<file path="src/rtl/am_demod.sv">
// AM envelope demodulator: per-window peak-to-peak detection scaled to a distance.
// Optional macro AM_DEMOD_AVG_EN averages 2**LOG2_AVG windows per emitted result.
module am_demod #(
  parameter int WIDTH         = 13,
  parameter int SINE_WIDTH    = 7,
  parameter int LOG2_MAX_DIST = 11,
  parameter int WINDOW        = 100,
  parameter int LOG2_AVG      = 2
) (
  input  logic                  clk,
  input  logic                  reset,
  input  logic                  enable,
  input  logic [SINE_WIDTH-1:0] sine_am_in,
  input  logic                  out_ready,
  output logic [WIDTH-1:0]      distance_out,
  output logic                  out_valid,
  output logic                  saturated,
  output logic                  overrun
);
  localparam int CNT_W = (WINDOW > 1) ? $clog2(WINDOW) : 1;
  localparam int EST_W = LOG2_MAX_DIST + 1;
  localparam int SHIFT = LOG2_MAX_DIST - SINE_WIDTH;

  if (SHIFT < 0 || LOG2_AVG < 0 || WIDTH < EST_W) begin : g_param_check
    $error("am_demod: invalid parameter combination");
  end

  logic [CNT_W-1:0]      sample_cnt;
  logic [SINE_WIDTH-1:0] max_val, min_val, p2p;
  logic                  win_done, p2p_vld;
  logic [EST_W-1:0]      est;
  logic                  est_sat;
  logic                  res_vld;
  logic [WIDTH-1:0]      res_data;
  logic                  res_sat;

  always_ff @(posedge clk or posedge reset) begin
    if (reset) begin
      sample_cnt <= '0;
      max_val    <= '0;
      min_val    <= '0;
      win_done   <= 1'b0;
    end else begin
      win_done <= enable && (sample_cnt == CNT_W'(WINDOW - 1));
      if (enable) begin
        if (sample_cnt == CNT_W'(WINDOW - 1)) sample_cnt <= '0;
        else                                  sample_cnt <= sample_cnt + 1'b1;
        if (sample_cnt == '0) begin
          max_val <= sine_am_in;
          min_val <= sine_am_in;
        end else begin
          if (sine_am_in > max_val) max_val <= sine_am_in;
          if (sine_am_in < min_val) min_val <= sine_am_in;
        end
      end
    end
  end

  // p2p reads the extremes registered on the previous edge, so a new window
  // reloading max/min on this same edge does not disturb it.
  always_ff @(posedge clk or posedge reset) begin
    if (reset) begin
      p2p     <= '0;
      p2p_vld <= 1'b0;
    end else begin
      p2p_vld <= win_done;
      if (win_done) p2p <= max_val - min_val;
    end
  end

  always_comb begin
    est_sat = (p2p == '1);
    est     = EST_W'(p2p) << SHIFT;
    if (est_sat) est = EST_W'(1) << LOG2_MAX_DIST;
  end

`ifdef AM_DEMOD_AVG_EN
  localparam int ACC_W = EST_W + LOG2_AVG;
  localparam int GRP_W = (LOG2_AVG > 0) ? LOG2_AVG : 1;

  logic [ACC_W-1:0] acc, grp_sum;
  logic [GRP_W-1:0] grp_cnt;
  logic             acc_sat, grp_sat, grp_vld;

  always_ff @(posedge clk or posedge reset) begin
    if (reset) begin
      acc     <= '0;
      acc_sat <= 1'b0;
      grp_cnt <= '0;
      grp_sum <= '0;
      grp_sat <= 1'b0;
      grp_vld <= 1'b0;
    end else begin
      grp_vld <= 1'b0;
      if (p2p_vld) begin
        if (grp_cnt == GRP_W'((1 << LOG2_AVG) - 1)) begin
          grp_sum <= acc + ACC_W'(est);
          grp_sat <= acc_sat | est_sat;
          grp_vld <= 1'b1;
          acc     <= '0;
          acc_sat <= 1'b0;
          grp_cnt <= '0;
        end else begin
          acc     <= acc + ACC_W'(est);
          acc_sat <= acc_sat | est_sat;
          grp_cnt <= grp_cnt + 1'b1;
        end
      end
    end
  end

  assign res_vld  = grp_vld;
  assign res_data = WIDTH'(grp_sum >> LOG2_AVG);
  assign res_sat  = grp_sat;
`else
  assign res_vld  = p2p_vld;
  assign res_data = WIDTH'(est);
  assign res_sat  = est_sat;
`endif

  // A result landing on an accepting edge keeps out_valid high with fresh data.
  always_ff @(posedge clk or posedge reset) begin
    if (reset) begin
      distance_out <= '0;
      out_valid    <= 1'b0;
      saturated    <= 1'b0;
      overrun      <= 1'b0;
    end else if (res_vld) begin
      distance_out <= res_data;
      saturated    <= res_sat;
      out_valid    <= 1'b1;
      if (out_valid && !out_ready) overrun <= 1'b1;
    end else if (out_ready) begin
      out_valid <= 1'b0;
    end
  end
endmodule

</file>
<file path="config.mk">
export PLATFORM = sky130hd
export DESIGN_NAME = am_demod
export DESIGN_NICKNAME = d
export VERILOG_FILES = /design/src/rtl/am_demod.sv
export SDC_FILE = /design/constraint.sdc
export NUM_CORES = 1
export LEC_CHECK = 0
export ABC_AREA = 1
export CORE_MARGIN = 2
export CORE_UTILIZATION = 32
export DETAILED_ROUTE_END_ITERATION = 8
export DONT_BUFFER_PORTS = 1
export MAX_ROUTING_LAYER = met4
export PLACE_DENSITY = 0.55
export REMOVE_ABC_BUFFERS = 1
export SLEW_MARGIN = 20
export SYNTH_ARGS = -nofsm -noshare
export SYNTH_HDL_FRONTEND = slang
export SYNTH_SLANG_ARGS = --single-unit
export TNS_END_PERCENT = 5
</file>
<file path="constraint.sdc">
create_clock -name clk -period 1.67 [get_ports clk]
set_input_delay 0.167 -clock clk [delete_from_list [all_inputs] [get_ports clk]]
set_output_delay 0.167 -clock clk [all_outputs]
set_load 0.01 [all_outputs]
</file>
==> out/results.ini <==
[run_status]
status = complete, no violations

[cells_and_area]
nNetsFinal = 321
areaGrowthSynthToFinish_pct = 13.3
n_antenna_cell = 0
final_cell_area_sq_um = 2620
fillCellCount = 739
fin_util_pct = 37.9
drive_gt1_share_pct = 13.1

[drt]
vias = 1704
drc = 0
wl_um = 4300
drt_iter0_drc = 77
ant_nets = 0
firstDrtPassIters = 4
vias_per_cell = 4.43
post_drt_wl_per_cell_um = 11.2

[min_path]
hold_end = max_val[3]
min_path_type = primary input to flop
hold_depth = 2
hold_start = sine_am_in[3]

[logic_synthesis]
synth_xor_area_share_pct = 1.52
synth_compound_area_share_pct = 7.20
synthSimpleGateAreaFrac_pct = 26.7
synth_edf_count = 0
avgSynthCellArea_sq_um = 8.49
yosysSeqAreaShare_pct = 43.3
ys_types = 31
synth_cells = 272
muxShareOfSynthArea_pct = 0
synthArstFlopShare_pct = 100
netlist_area_sq_um = 2310
synth-seq-cells = 40
synthAdderAreaFrac_pct = 12.2
ys.flop_type = dfrtp_1
yosys_warnings = 0
synth_top_family_by_area = simple AND/OR/NAND/NOR gates

[place]
globalplace.congestion = 0.798
preCtsSetupSlack_ps = 7.87
numPortBuffers = 0
placed_cell_area_sq_um = 2440
hpwl_um = 3190

[pwr]
power.internal_mw = 2.76
seqPwrFrac_pct = 36.4
total_power_mw = 4.66
p_comb_share_pct = 46.8
swShare_pct = 40.8
p_per_area_nw_per_um2 = 1780
p_clk_share_pct = 16.8
vdd_drop_max_v = 0.000730
power.leakage_nw = 1.33
p_sw_mw = 1.90

[floorplan]
pin_count = 27
num_rows = 30
coreArea_sq_um = 6910
initial_core_util_pct = 33.4
fp.dieH_um = 89.0
dieArea_sq_um = 7910
die_w_um = 89.0

[worst_setup_path]
worst-path-stages = 6
worstPathArrival_ps = 1740
r2r-start = min_val[0]
critPathRequiredTime_ps = 1840
crit_path_start_kind = flop
crit_family = adder cells
end_kind = flop
worst-setup-path-type = flop to flop
crit_buf_inv = 1
reg2reg_to = p2p[4]
slowest_delay_ps = 410
rrSetupSlack_ps = 100
cp_max_fo = 3
critPathSlowestCell = dfrtp_1
crit_chain = ha_2 > fa_2 > o21ai_2 > buf_4 > xnor2_1 > o21ai_0
rr_worst_depth = 6

[global_routing]
antenna_found_initial = 0
grt_pass1_vias = 1550
grt_max_degree = 41
grt-ovfl-total = 0
grt_usage_pct = 12.5
grt_pass1_wl_um = 7280

[cts]
clk_path_buf_depth = 2
numCtsBuffers = 5
h-tree-depth = 2
cts-root-buf = clkbuf_8
clkTransAtPathRegs_ps = 80
clk_latency_ps = 290
cts_tree = done
clock_sinks = 40

[timing]
maxSlewViolCount = 0
min_period_over_period_pct = 93.9
tightest_slew_ps = 524
finalHoldViolations = 0
rsz0062_at_grt = true
relSlewSlack_pct = 65.1
skew_ps = 4.04
layout_min_cycle_time_ps = 1570
finalWorstSetupSlack_ps = 101
fin_tns_setup_ps = 0
setup_viol = 0
max_freq_mhz = 637

[job]
maxCapViolCount = 0

cells in the final DEF, fill, tap and decap left out, drive strengths merged, types with 2 or more instances in the layout:
cell type    Yosys  routed
inv             38      38
buf              8      10
nand2           79      79
a21oi            8       8
xnor2            2       2
nand3           23      23
ha              21      21
dlygate4sd3      0       3
nor3b            5       5
nor2            16      16
nand4            2       2
xor2             2       2
clkinv           1       2
o21ai           18      18
dfrtp           40      40
conb             1       5
clkbuf           0       5
cell usage after synthesis (2+ instances only):
master / instances / area (sq um)
ha_1: 21 / 263
nor3b_2: 4 / 50.1
xor2_1: 2 / 17.5
nor2_1: 15 / 56.3
nand4_1: 2 / 12.5
a21oi_1: 8 / 40.0
o21ai_0: 15 / 75.1
nand2_4: 4 / 45.0
xnor2_1: 2 / 17.5
inv_1: 37 / 139
dfrtp_1: 40 / 1000
o21ai_2: 2 / 17.5
nand3_1: 22 / 110
buf_4: 7 / 52.6
nand2_1: 75 / 282
worst max path at each step:
stage | end | from | slack (ps)
floorplan | p2p[6] | max_val[0] | 80
CTS | p2p[6] | min_val[0] | 50
global placement | p2p[6] | min_val[0] | 50
global route | max_val[4] | max_val[2] | -10
detailed placement | p2p[6] | min_val[0] | 8
finish | p2p[4] | min_val[0] | 100
logic make-up after synthesis:
| group | after synthesis |
|---|---|
| simple gates | 128 |
| buf+inv | 47 |
| flops | 40 |
| compound gates | 30 |
| fa+ha+maj | 22 |
| xor+xnor | 4 |
| other cells | 1 |
state kept, by name, summed over array words and instances, names as in the netlist:
register / flops
min_val: 7
p2p_vld: 1
overrun: 1
max_val: 7
distance_out: 8
sample_cnt: 7
win_done: 1
p2p: 7
out_valid: 1
per-stage QoR:
step / hold WS (ps) / std cells
2_1_floorplan: 263 / 268
3_3_place_gp: 224 / 371
3_5_place_dp: 233 / 371
4_1_cts: 0.535 / 382
5_1_grt: 0.0707 / 385
6_report: 10.7 / 385
metal layers:
metal / track usage [%] / share of wire [%] / vias up
li1: - / - / 886
met1: 16.1 / 49 / 781
met2: 19.0 / 45 / 33
met3: 3.69 / 4.5 / 4
met4: 3.66 / 1.2 / 0
met5: - / 0 / -
final cells by class:
cell class | count | area [sq um] | area share, %
clock inverter | 3 | 42.5 | 1.63
timing repair buffer | 13 | 105 | 4.02
tap | 96 | 120 | 4.59
inverter | 39 | 146 | 5.60
clock buffer | 5 | 68.8 | 2.63
sequential | 40 | 1000 | 38.3
multi-input combinational | 189 | 1130 | 43.3
repair_timing:
item	CTS	global route
pin swaps	0	3
endpoints found under the setup margin	1	8
hold buffers	3	0
gates resized for setup	1	4
buffers inserted	0	3
endpoints found under the hold margin	43	0
power groups by stage:
stage          registers (mW)  logic [mW]  clock network [mW]
2_1_floorplan            1.65        1.63                   0
3_3_place_gp             1.70        2.05                   0
3_5_place_dp             1.72        2.09                   0
4_1_cts                  1.70        2.11               0.821
5_1_grt                  1.76        2.56               0.866
6_report                 1.70        2.18               0.785
(Power assumes the default switching activity.)
